$ cat src/rtl/mem_arb_pkg.sv
// Shared definitions for the two-port memory arbiter.
// Holds the FSM state encoding, the write size codes used on the we/mem_we
// buses, the port identifiers, and small helpers that decode a size code.
package mem_arb_pkg;

  localparam logic [1:0] ST_IDLE   = 2'd0;
  localparam logic [1:0] ST_ACCESS = 2'd1;
  localparam logic [1:0] ST_RESP   = 2'd2;

  localparam logic [2:0] SZ_NONE = 3'b000;
  localparam logic [2:0] SZ_B    = 3'b001;
  localparam logic [2:0] SZ_H    = 3'b011;
  localparam logic [2:0] SZ_W    = 3'b111;

  localparam logic PORT_FETCH = 1'b0;
  localparam logic PORT_LSU   = 1'b1;

  function automatic logic sizeCodeValid(input logic [2:0] we);
    return (we == SZ_NONE) || (we == SZ_B) || (we == SZ_H) || (we == SZ_W);
  endfunction

  // Bytes touched by an access; SZ_NONE means a read, which is always a word.
  function automatic logic [2:0] sizeBytes(input logic [2:0] we);
    case (we)
      SZ_B:    return 3'd1;
      SZ_H:    return 3'd2;
      default: return 3'd4;
    endcase
  endfunction

endpackage

$ cat src/rtl/mem_arbiter_rr_arb2.sv
// Two-input round-robin picker.
// Ports:
//   i_req0, i_req1 : request lines of port 0 and port 1
//   i_prio         : port that wins when both request
//   o_grant        : some port is granted
//   o_port         : id of the granted port (0 when nobody requests)
module rr_arb2
  import mem_arb_pkg::*;
(
  input  logic i_req0,
  input  logic i_req1,
  input  logic i_prio,
  output logic o_grant,
  output logic o_port
);

  assign o_grant = i_req0 | i_req1;

  // A lone requester wins outright; prio only breaks a tie.
  assign o_port = (i_req0 && i_req1) ? i_prio :
                  (i_req1 ? PORT_LSU : PORT_FETCH);

endmodule

$ cat src/rtl/mem_arbiter.sv
// Arbiter sharing one single-ported memory between a fetch port (0) and a
// load-store port (1). One command is served at a time through an
// IDLE -> ACCESS -> RESP sequence; illegal commands skip ACCESS and are
// answered with an error.
// Ports:
//   clk, rst                 : clock, synchronous active-low reset
//   req*/re*/we*/addr*/wdata*: per-port command, held until ack
//   ack*/err*/rdata          : one-cycle response of the served port
//   busy                     : arbiter not in IDLE
//   mem_*                    : memory interface, mem_rdata is combinational
module mem_arbiter
  import mem_arb_pkg::*;
#(
  parameter int WORD_LENGTH = 32,
  parameter int MEMORY_SIZE = 32
) (
  input  logic                   clk,
  input  logic                   rst,
  input  logic                   req0,
  input  logic                   req1,
  input  logic                   re0,
  input  logic                   re1,
  input  logic [2:0]             we0,
  input  logic [2:0]             we1,
  input  logic [MEMORY_SIZE-1:0] addr0,
  input  logic [MEMORY_SIZE-1:0] addr1,
  input  logic [WORD_LENGTH-1:0] wdata0,
  input  logic [WORD_LENGTH-1:0] wdata1,
  output logic                   ack0,
  output logic                   ack1,
  output logic                   err0,
  output logic                   err1,
  output logic [WORD_LENGTH-1:0] rdata,
  output logic                   busy,
  output logic [MEMORY_SIZE-1:0] mem_addr,
  output logic [WORD_LENGTH-1:0] mem_wdata,
  output logic [2:0]             mem_we,
  output logic                   mem_re,
  input  logic [WORD_LENGTH-1:0] mem_rdata
);

  logic [1:0]             r_state;
  logic                   r_prio;
  logic                   r_port;
  logic                   r_re;
  logic [2:0]             r_we;
  logic [MEMORY_SIZE-1:0] r_addr;
  logic [WORD_LENGTH-1:0] r_wdata;
  logic                   r_err;
  logic [WORD_LENGTH-1:0] r_rdata;

  logic                   w_grant;
  logic                   w_port;
  logic                   w_re;
  logic [2:0]             w_we;
  logic [MEMORY_SIZE-1:0] w_addr;
  logic [WORD_LENGTH-1:0] w_wdata;
  logic [MEMORY_SIZE:0]   w_end;
  logic                   w_illegal;
  logic                   w_inAccess;
  logic                   w_inResp;

  rr_arb2 u_rr_arb2 (
    .i_req0  (req0),
    .i_req1  (req1),
    .i_prio  (r_prio),
    .o_grant (w_grant),
    .o_port  (w_port)
  );

  assign w_re    = w_port ? re1    : re0;
  assign w_we    = w_port ? we1    : we0;
  assign w_addr  = w_port ? addr1  : addr0;
  assign w_wdata = w_port ? wdata1 : wdata0;

  // One extra bit so an access near the top of the address space cannot
  // wrap around and look in range.
  assign w_end = {1'b0, w_addr} + {{(MEMORY_SIZE - 2){1'b0}}, sizeBytes(w_we)};

  assign w_illegal = !sizeCodeValid(w_we)
                  || ((w_we != SZ_NONE) && w_re)
                  || ((w_we == SZ_NONE) && !w_re)
                  || (w_end > (MEMORY_SIZE + 1)'(MEMORY_SIZE));

  // Command latch, round-robin priority and response capture. prio flips
  // to the other port whenever a response is entered, so a port that was
  // just served yields on the next tie.
  always_ff @(posedge clk) begin
    if (!rst) begin
      r_state <= ST_IDLE;
      r_prio  <= PORT_FETCH;
      r_port  <= PORT_FETCH;
      r_re    <= 1'b0;
      r_we    <= SZ_NONE;
      r_addr  <= '0;
      r_wdata <= '0;
      r_err   <= 1'b0;
      r_rdata <= '0;
    end else begin
      case (r_state)
        ST_IDLE: begin
          if (w_grant) begin
            r_port  <= w_port;
            r_re    <= w_re;
            r_we    <= w_we;
            r_addr  <= w_addr;
            r_wdata <= w_wdata;
            r_err   <= w_illegal;
            if (w_illegal) begin
              r_state <= ST_RESP;
              r_prio  <= ~w_port;
            end else begin
              r_state <= ST_ACCESS;
            end
          end
        end
        ST_ACCESS: begin
          r_rdata <= r_re ? mem_rdata : '0;
          r_prio  <= ~r_port;
          r_state <= ST_RESP;
        end
        ST_RESP: begin
          r_state <= ST_IDLE;
        end
        default: begin
          r_state <= ST_IDLE;
        end
      endcase
    end
  end

  assign w_inAccess = (r_state == ST_ACCESS);
  assign w_inResp   = (r_state == ST_RESP);

  assign busy = (r_state != ST_IDLE);

  // Strobes are gated by rst so a reset arriving mid-access never lets the
  // write commit at the edge that performs the reset.
  assign mem_addr  = w_inAccess ? r_addr  : '0;
  assign mem_wdata = w_inAccess ? r_wdata : '0;
  assign mem_we    = (w_inAccess && rst) ? r_we : SZ_NONE;
  assign mem_re    = w_inAccess && rst && r_re;

  assign ack0  = w_inResp && (r_port == PORT_FETCH);
  assign ack1  = w_inResp && (r_port == PORT_LSU);
  assign err0  = ack0 && r_err;
  assign err1  = ack1 && r_err;
  assign rdata = (w_inResp && !r_err && r_re) ? r_rdata : '0;

endmodule

$ cat config.mk
export PLATFORM = sky130hd
export DESIGN_NAME = mem_arbiter
export DESIGN_NICKNAME = d
export VERILOG_FILES = /design/src/rtl/mem_arb_pkg.sv /design/src/rtl/mem_arbiter_rr_arb2.sv /design/src/rtl/mem_arbiter.sv
export SDC_FILE = /design/constraint.sdc
export NUM_CORES = 1
export LEC_CHECK = 0
export BUFFER_PORTS_ARGS = -buffer_cell sky130_fd_sc_hd__buf_2
export CORE_MARGIN = 3
export CORE_UTILIZATION = 52
export DETAILED_ROUTE_END_ITERATION = 6
export PLACE_DENSITY = 0.89
export SYNTH_ARGS = -nofsm -noshare
export SYNTH_HDL_FRONTEND = slang
export SYNTH_SLANG_ARGS = --single-unit
export TNS_END_PERCENT = 10
$ cat constraint.sdc
create_clock -name clk -period 6.9 [get_ports clk]
set_clock_uncertainty 0.1 [all_clocks]
set_input_delay 0 -clock clk [delete_from_list [all_inputs] [get_ports clk]]
set_output_delay 0 -clock clk [all_outputs]
set_load 0.1 [all_outputs]
==> results of run 1 <==
## cell usage after synthesis (all sizes together) (3+ instances only)
cell	instances	share of area [%]
a211oi	13	1.5
a21oi	17	1.4
a22o	33	4.6
a311oi	10	1.4
a31oi	7	0.69
and2	101	10
and3	11	1.1
and4	6	0.83
buf	13	0.99
clkbuf	48	2.8
dfxtp	105	33
ha	3	0.59
inv	12	0.79
mux2i	20	3.2
nand2	129	7.6
nand3	60	5.0
nand4	6	0.69
nor2	36	2.2
nor2b	4	0.40
nor3	15	1.5
o211a	49	7.7
o211ai	5	0.59
o21a	3	0.38
o21ai	16	1.3
o31ai	6	0.71
xnor2	11	1.5
xor2	4	0.55
## stage by stage
stage          std cells  cell area (sq um)  hold WS [ns]  power [uW]
3_5_place_dp        1156               7750         0.119         980
2_1_floorplan        789               6330        0.0328         870
6_report            1309               9360       0.00570        1550
3_3_place_gp        1156               7750         0.115         973
4_1_cts             1303               9340       0.00781        1540
5_1_grt             1305               9350        0.0322        1620
## worst paths after layout
kind                                  from          to  slack (ns)
worst min-delay path                we0[2]     r_we[2]       0.006
worst max register to register      r_prio      r_prio        2.22
worst min register to register  r_rdata[9]  r_rdata[9]        0.37
worst max-delay path                r_prio      r_prio        2.22
## logic make-up (layout without fill, tap and decap cells)
group | after synthesis | count (layout) | synth area share (%)
compound gates | 185 | 185 | 24.2
xor+xnor | 15 | 15 | 2.08
fa+ha+maj | 4 | 4 | 0.909
buf+inv | 74 | 445 | 4.68
flops | 105 | 105 | 33.2
mux | 22 | 22 | 3.58
other cells | 0 | 6 | 0
simple gates | 384 | 384 | 31.3
## routing by layer
layer	GRT usage, %	wire length [um]	part of all wire (%)	vias to the layer above
li1	-	-	-	3565
met1	39.0	8970	38	3558
met2	59.2	11800	50	454
met3	7.98	1940	8.2	99
met4	14.9	1020	4.3	2
met5	0	17	0.071	-
## state kept, by name (all words and copies together) (netlist names)
signal,cells
r_err,1
r_rdata,32
r_addr,32
r_prio,1
r_state,2
r_wdata,32
r_port,1
r_re,1
r_we,3
## power by group
group	total, uW	switching (uW)	internal [uW]
registers	672	24.0	648
logic	393	205	189
clock network	486	238	249
## final cells by class
type                            instances  share of cell area (%)
Multi-Input combinational cell        610                    42.4
Timing Repair Buffer                  416                    29.5
Sequential cell                       105                    22.5
Clock buffer                            9                    2.41
Tap cell                              143                    1.91
Clock inverter                          7                   0.575
Inverter                               13                   0.575
Antenna cell                            6                   0.160
## worst max-delay path, cell delays in order, from the launching register on
cell and delay, ns:
dfxtp_1 0.33, nand2b_2 0.34, nand2_4 0.17, buf_4 0.74, nand2_1 0.16, nand2_1 0.13, ha_1 0.28, a21oi_1 0.16
nand2_1 0.15, o21a_2 0.21, or4_1 0.50, a21oi_1 0.17, o2111ai_1 0.17, nor4_2 0.37, nand3_2 0.16, a21o_1 0.21
a31o_1 0.20
## what timing repair did
| item | 4_1_cts | 5_1_grt |
|---|---|---|
| endpoints found under the setup margin | 0 | 0 |
| buffers inserted | 0 | 0 |
| endpoints found under the hold margin | 82 | 0 |
| hold buffers | 131 | 0 |
==> results.sh, run 1 <==
export IMPL_slew_violations=0
export IMPL_wl_per_cell_um=18.2
export IMPL_layout_setup_ws_ns=2.22
export IMPL_final_util_pct=80.2
export IMPL_maxCapViolations=0
export IMPL_leakagePower_uw=0.00481
export IMPL_hold_viol=0
export IMPL_synth_cells=789
export IMPL_multi_input_area_sq_um=3970
export IMPL_clock_sinks=105
export IMPL_cts_made_buffers=9
export IMPL_status="completed"
export IMPL_synth_edff_count=0
export IMPL_coreArea_sq_um=11700
export IMPL_fin_crit_sh_pct=67.9
export IMPL_crit_type="flop to flop"
export IMPL_antenna_found_initial=3
export IMPL_cp_max_fo=82
export IMPL_mostFrequentLayoutCells="buf_2, dlygate4sd3_1, nand2_1"
export IMPL_die_x_um=116
export IMPL_fmax_mhz=214
export IMPL_ys_seq_area_share_pct=33.2
export IMPL_grt_first_pass_wirelength_um=36700
export IMPL_hpwl_um=14400
export IMPL_fin_crit_ns=4.68
export IMPL_ys_types=75
export IMPL_place_congestion=0.923
export IMPL_die_h_um=116
export IMPL_cp_required_ns=7.04
export IMPL_async_flop_share_pct=0
export IMPL_port_buffers=276
export IMPL_start_kind="flop"
export IMPL_fillers=757
export IMPL_tritoncts="built"
export IMPL_end_kind="flop"
export IMPL_worstRegToRegCells=16
export IMPL_drcViolationCount=0
export IMPL_powerDensity_nw_per_um2=166
export IMPL_mostFrequentLayoutCell="buf_2"
export IMPL_ant_nets=0
export IMPL_initial_core_util_pct=54.3
export IMPL_synth_warnings=0
export IMPL_ir_worst_vdd_mv=0.193
export IMPL_rsz0062_at_grt="false"
export IMPL_cts_resized=0
export IMPL_dr_pass1_iters=6
export IMPL_synth_area_sq_um=6330
export IMPL_grt_pass1_vias=7518
export IMPL_arrival_ns=4.82
export IMPL_worst_slew_pin_slew_ns=0.959
export IMPL_via_count=7678
export IMPL_cts_clk_slew_worst_paths_ns=0.07
export IMPL_pre_cts_slack_ns=2.29
export IMPL_ctsRootBufferMaster="clkbuf_16"
export IMPL_grt_use_total_pct=33.7
export IMPL_grt_start_max_net_pins=83
export IMPL_insertion_delay_ns=0.34
export IMPL_nets=1331
export IMPL_syn_nets=965
export IMPL_area_growth_pct=47.8
export IMPL_placementRows=39
export IMPL_final_seq_area_sq_um=2100
export IMPL_gr_total_overflow=0
export IMPL_yosys_register_bits=105
export IMPL_slew_headroom_pct=36.1
export IMPL_drive_above_1_share_pct=28.4
export IMPL_cts_buffer_depth=2
export IMPL_drt_total_wl_um=23800
export IMPL_hold_depth=4
export IMPL_tns_ns=0
export IMPL_io_pins=277
export IMPL_drt_iter0_markers=701
export IMPL_hold_path_class="primary input to flop"
export IMPL_viasPerCell=5.87
export IMPL_avgSynthCellArea_sq_um=8.02
export IMPL_cts_max_level=3
export IMPL_die_area_sq_um=13500
export IMPL_synth_main_ff_cell="dfxtp_1"
export IMPL_setup_viol=0
Power figures use the tool's default switching activity.
==> run 2: changes to the inputs <==
- CORE_UTILIZATION: 52 -> 48
- PLACE_DENSITY: 0.89 -> 0.83
- clock period: 6.9 -> 4.4 ns (I/O delays scaled with it)
==> results.sh, run 2 (synthesis results as in run 1) <==
export IMPL_die_x_um=121
export IMPL_port_buffers=276
export IMPL_cp_max_fo=11
export IMPL_slew_headroom_pct=32.5
export IMPL_clock_sinks=105
export IMPL_cts_made_buffers=9
export IMPL_dr_pass1_iters=5
export IMPL_cts_max_level=3
export IMPL_cp_slowest_cell="a2111oi_4"
export IMPL_top_regs="r_addr (32), r_rdata (32), r_wdata (32)"
export IMPL_grt_use_total_pct=32.0
export IMPL_grt_start_max_net_pins=76
export IMPL_hold_path_class="primary input to flop"
export IMPL_insertion_delay_ns=0.35
export IMPL_drt_total_wl_um=24300
export IMPL_mostFrequentLayoutCells="buf_2, dlygate4sd3_1, nand2_1"
export IMPL_initial_core_util_pct=49.6
export IMPL_placementRows=41
export IMPL_powerDensity_nw_per_um2=266
export IMPL_wl_met3_um=1860
export IMPL_ir_worst_vdd_mv=0.270
export IMPL_slew_violations=0
export IMPL_hpwl_um=14300
export IMPL_drive_above_1_share_pct=28.5
export IMPL_crit_type="flop to flop"
export IMPL_r2r_slack_ns=0.30
export IMPL_regToRegStartpoint="r_prio"
export IMPL_drt_iter0_markers=644
export IMPL_worst_slew_pin_slew_ns=1.01
export IMPL_hold_depth=4
export IMPL_pre_cts_slack_ns=0.302
export IMPL_min_to="r_addr[26]"
export IMPL_coreArea_sq_um=12800
export IMPL_ant_nets=0
export IMPL_crit_chain="and2b_4 > nor2_4 > buf_4 > mux2i_1 > inv_1 > ha_1 > nand3_1 > nand2_1 > o21ai_0 > a2111oi_4 > and2_1 > o21ai_1 > nor4_2 > nand3_2 > a21o_1 > a31o_1"
export IMPL_gr_total_overflow=0
export IMPL_hold_viol=0
export IMPL_grt_first_pass_wirelength_um=37600
export IMPL_tns_ns=0
export IMPL_die_area_sq_um=14600
export IMPL_cts_clk_slew_worst_paths_ns=0.08
export IMPL_layout_setup_ws_ns=0.298
export IMPL_leakagePower_uw=0.00487
export IMPL_fin_crit_sh_pct=93.2
export IMPL_wl_per_cell_um=18.1
export IMPL_io_pins=277
export IMPL_fin_cells=1341
export IMPL_tritoncts="built"
export IMPL_status="completed"
export IMPL_fillers=891
export IMPL_r2r_end="r_prio"
export IMPL_cpLargestDelayFamily="compound AO/OA/AOI/OAI gates"
export IMPL_fmax_mhz=244
export IMPL_crit_buf_inv=2
export IMPL_die_h_um=121
export IMPL_ctsRootBufferMaster="clkbuf_16"
export IMPL_arrival_ns=4.25
export IMPL_antenna_found_initial=2
export IMPL_dr_wl_met2_um=11900
export IMPL_mostFrequentLayoutCell="buf_2"
export IMPL_worstRegToRegCells=16
export IMPL_nets=1338
export IMPL_start_kind="flop"
export IMPL_met1_length_um=9280
export IMPL_cp_required_ns=4.55
export IMPL_cpPeakStageDelay_ns=0.55
export IMPL_viasPerCell=5.77
export IMPL_grt_pass1_vias=7543
export IMPL_place_congestion=0.977
export IMPL_setup_viol=0
export IMPL_dp_cells=1188
export IMPL_area_growth_pct=50.1
export IMPL_fin_crit_ns=4.10
export IMPL_hold_start="addr0[26]"
export IMPL_end_kind="flop"
export IMPL_drcViolationCount=0
export IMPL_cts_buffer_depth=2
export IMPL_dr_max_layer_used="met4"
export IMPL_rsz0062_at_grt="false"
export IMPL_maxCapViolations=0
export IMPL_via_count=7737
[run 2: cell type report]
type                            instances  area, sq um  area share [%]
Antenna cell                            2         5.00          0.0527
Clock buffer                            9          225            2.37
Clock inverter                          7         86.3           0.908
Inverter                               13         53.8           0.566
Multi-Input combinational cell        610         3970            41.8
Sequential cell                       105         2100            22.1
Tap cell                              172          215            2.26
Timing Repair Buffer                  423         2850            30.0
[run 2: per-stage QoR]
step | instance area (sq um) | hold slack, ns | util, % | total power [uW]
global placement | 7840 | 0.115 | 61.3 | 1540
floorplan | 6330 | 0.0328 | - | 1360
finish | 9500 | 0.0210 | 74.4 | 2530
CTS | 9500 | 0.00193 | 74.4 | 2500
detailed placement | 7840 | 0.119 | 61.3 | 1550
global route | 9500 | 0.0294 | 74.4 | 2630
[run 2: power by group]
| group | switching [uW] | total (uW) | internal (uW) | leakage (uW) |
|---|---|---|---|---|
| combinational | 328 | 635 | 307 | 0.00385 |
| sequential | 36.3 | 1050 | 1020 | 0.000865 |
| clock | 388 | 842 | 454 | 0.000150 |
| total | 752 | 2530 | 1780 | 0.00487 |
[run 2: worst max-delay path by stage]
stage / from / cells past startpoint / endpoint / slack [ns]
finish: r_prio / 16 / r_prio / 0.30
CTS: r_prio / 17 / r_prio / 0.27
global placement: r_prio / 17 / r_prio / 0.42
floorplan: r_prio / 20 / r_prio / 0.006
global route: r_prio / 16 / r_prio / 0.04
detailed placement: r_prio / 17 / r_prio / 0.30
[run 2: timing repair]
item / CTS / global route
setup buffers: 0 / 0
endpoints found under the hold margin: 84 / 0
resized for setup: 0 / 0
hold buffers: 135 / 0
setup endpoints to repair: 0 / 1
[run 2: routing by layer]
| layer | vias to the layer above | track usage [%] |
|---|---|---|
| met2 | 435 | 54.7 |
| met5 | - | 0 |
| li1 | 3582 | - |
| met3 | 109 | 7.53 |
| met1 | 3611 | 37.1 |
| met4 | 0 | 16.1 |
[run 2: tightest hold or removal path: stages]
cell     delay, ns
buf_2         0.08
mux2i_1       0.13
nand2_1       0.10
o211a_1       0.13
==> run 3: changes to the inputs <==
- CORE_UTILIZATION: 48 -> 50
- CTS_BUF_LIST: not set -> sky130_fd_sc_hd__clkbuf_2 sky130_fd_sc_hd__clkbuf_4 sky130_fd_sc_hd__clkbuf_8
- PLACE_DENSITY: 0.83 -> 0.86
==> results.sh, run 3 (synthesis results as in run 1) <==
export IMPL_grt_pass1_vias=7749
export IMPL_status="completed"
export IMPL_drive_above_1_share_pct=28.1
export IMPL_dp_cells=1183
export IMPL_place_congestion=0.931
export IMPL_gr_total_overflow=0
export IMPL_cp_slowest_cell="a2111oi_4"
export IMPL_powerDensity_nw_per_um2=241
export IMPL_grt_first_pass_wirelength_um=38300
export IMPL_slew_headroom_pct=35.6
export IMPL_nets=1354
export IMPL_arrival_ns=4.32
export IMPL_cp_required_ns=4.59
export IMPL_hpwl_um=14200
export IMPL_die_area_sq_um=14000
export IMPL_crit_buf_inv=1
export IMPL_insertion_delay_ns=0.38
export IMPL_slew_violations=0
export IMPL_clock_sinks=105
export IMPL_port_buffers=276
export IMPL_cts_resized=0
export IMPL_tns_ns=0
export IMPL_drt_iter0_markers=680
export IMPL_grt_use_total_pct=33.2
export IMPL_worst_slew_pin_slew_ns=0.966
export IMPL_fmax_mhz=242
export IMPL_area_growth_pct=50.5
export IMPL_placementRows=40
export IMPL_crit_chain="and2b_4 > nor2_4 > and3_1 > a31oi_1 > or2_2 > inv_1 > ha_1 > nand3_1 > nand2_1 > o21ai_0 > a2111oi_4 > and2_1 > o21ai_1 > nor4_2 > nand3_2 > a21o_1 > a31o_1"
export IMPL_end_kind="flop"
export IMPL_rsz0062_at_grt="false"
export IMPL_power_frac_clock_pct=26.0
export IMPL_coreArea_sq_um=12200
export IMPL_ctsRootBufferMaster="clkbuf_8"
export IMPL_tritoncts="built"
export IMPL_ir_worst_vdd_mv=0.252
export IMPL_layout_setup_ws_ns=0.269
export IMPL_cpLargestDelayFamily="simple AND/OR/NAND/NOR gates"
export IMPL_drcViolationCount=0
export IMPL_drt_total_wl_um=24600
export IMPL_placed_area_sq_um=7810
export IMPL_maxCapViolations=0
export IMPL_cpPeakStageDelay_ns=0.58
export IMPL_top_regs="r_addr (32), r_rdata (32), r_wdata (32)"
export IMPL_worst_hold_slack_ns=0.0191
export IMPL_viasPerCell=5.80
export IMPL_fin_crit_ns=4.13
export IMPL_hold_viol=0
export IMPL_initial_core_util_pct=51.8
export IMPL_grt_start_max_net_pins=82
export IMPL_via_count=7841
export IMPL_cts_buffer_depth=2
export IMPL_cts_made_buffers=9
export IMPL_p_sw_uw=727
export IMPL_hold_path_class="primary input to flop"
export IMPL_start_kind="flop"
export IMPL_ant_nets=0
export IMPL_antenna_found_initial=1
export IMPL_fin_cells=1353
export IMPL_crit_type="flop to flop"
export IMPL_io_pins=277
export IMPL_die_h_um=119
export IMPL_mostFrequentLayoutCell="buf_2"
export IMPL_pre_cts_slack_ns=0.219
export IMPL_dr_pass1_iters=5
export IMPL_die_x_um=119
export IMPL_p_int_uw=1570
export IMPL_power_frac_comb_pct=28.2
export IMPL_cp_max_fo=7
export IMPL_leakagePower_uw=0.00488
export IMPL_design_area_sq_um=9530
export IMPL_setup_viol=0
export IMPL_p_sw_share_pct=31.7
export IMPL_cts_clk_slew_worst_paths_ns=0.10
export IMPL_cts_max_level=3
export IMPL_power_frac_seq_pct=45.8
export IMPL_wl_per_cell_um=18.2
export IMPL_mostFrequentLayoutCells="buf_2, dlygate4sd3_1, nand2_1"
export IMPL_fin_crit_sh_pct=93.9
-- run 3: cell count changes in the layout (fill, tap and decap cells not counted) --
| cell | previous run | this run |
|---|---|---|
| dlygate4sd3_1 | 135 | 152 |
| bufinv_16 | 1 | 0 |
| clkbuf_16 | 9 | 0 |
| clkbuf_8 | 0 | 10 |
| clkbuf_4 | 0 | 1 |
| buf_12 | 2 | 1 |
| clkinv_4 | 2 | 1 |
| inv_6 | 2 | 3 |
| inv_8 | 2 | 1 |
-- run 3: timing repair --
item	in CTS	in global routing
endpoints found under the setup margin	0	1
buffers inserted	0	0
endpoints found under the hold margin	95	0
hold buffers	152	0
-- run 3: per-layer routing --
metal,part of all wire (%),global-route usage (%),vias to the layer above,wire length [um]
li1,-,-,3605,-
met1,38,37.7,3615,9290
met2,48,56.9,494,11900
met3,8.8,9.04,125,2170
met4,5.2,17.0,2,1270
met5,0.037,0,-,9
-- run 3: path summary, 6_finish.rpt --
path,start,end,slack (ns),depth (start not counted)
max reg2reg,r_prio,r_prio,0.27,17
max,r_prio,r_prio,0.27,17
min,addr1[8],r_addr[8],0.02,3
min reg2reg,r_rdata[29],r_rdata[29],0.38,1
-- run 3: stage by stage --
stage	total power, uW	utilization [%]
after floorplan	1360	-
final	2300	78.0
after detailed placement	1540	64.0
after global routing	2390	78.0
after global placement	1530	64.0
after CTS	2270	78.0
-- run 3: power groups by stage --
stage	combinational, uW	clock, uW	sequential, uW
2_1_floorplan	306	0	1060
3_5_place_dp	474	0	1070
6_report	648	597	1050
3_3_place_gp	467	0	1070
5_1_grt	697	637	1060
4_1_cts	615	605	1050
-- run 3: final cells by class --
cell class | instances | area (sq um)
antenna | 2 | 5.00
clock buffer | 11 | 145
clock inverter | 5 | 45.0
fill | 844 | 2680
inverter | 13 | 53.8
multi-input combinational | 610 | 3970
sequential | 105 | 2100
tap | 168 | 210
timing repair buffer | 439 | 3000
-- run 3: worst min-delay path, stage by stage --
cell and delay (ns):
buf_2 0.12, mux2i_1 0.22, a211oi_1 0.11
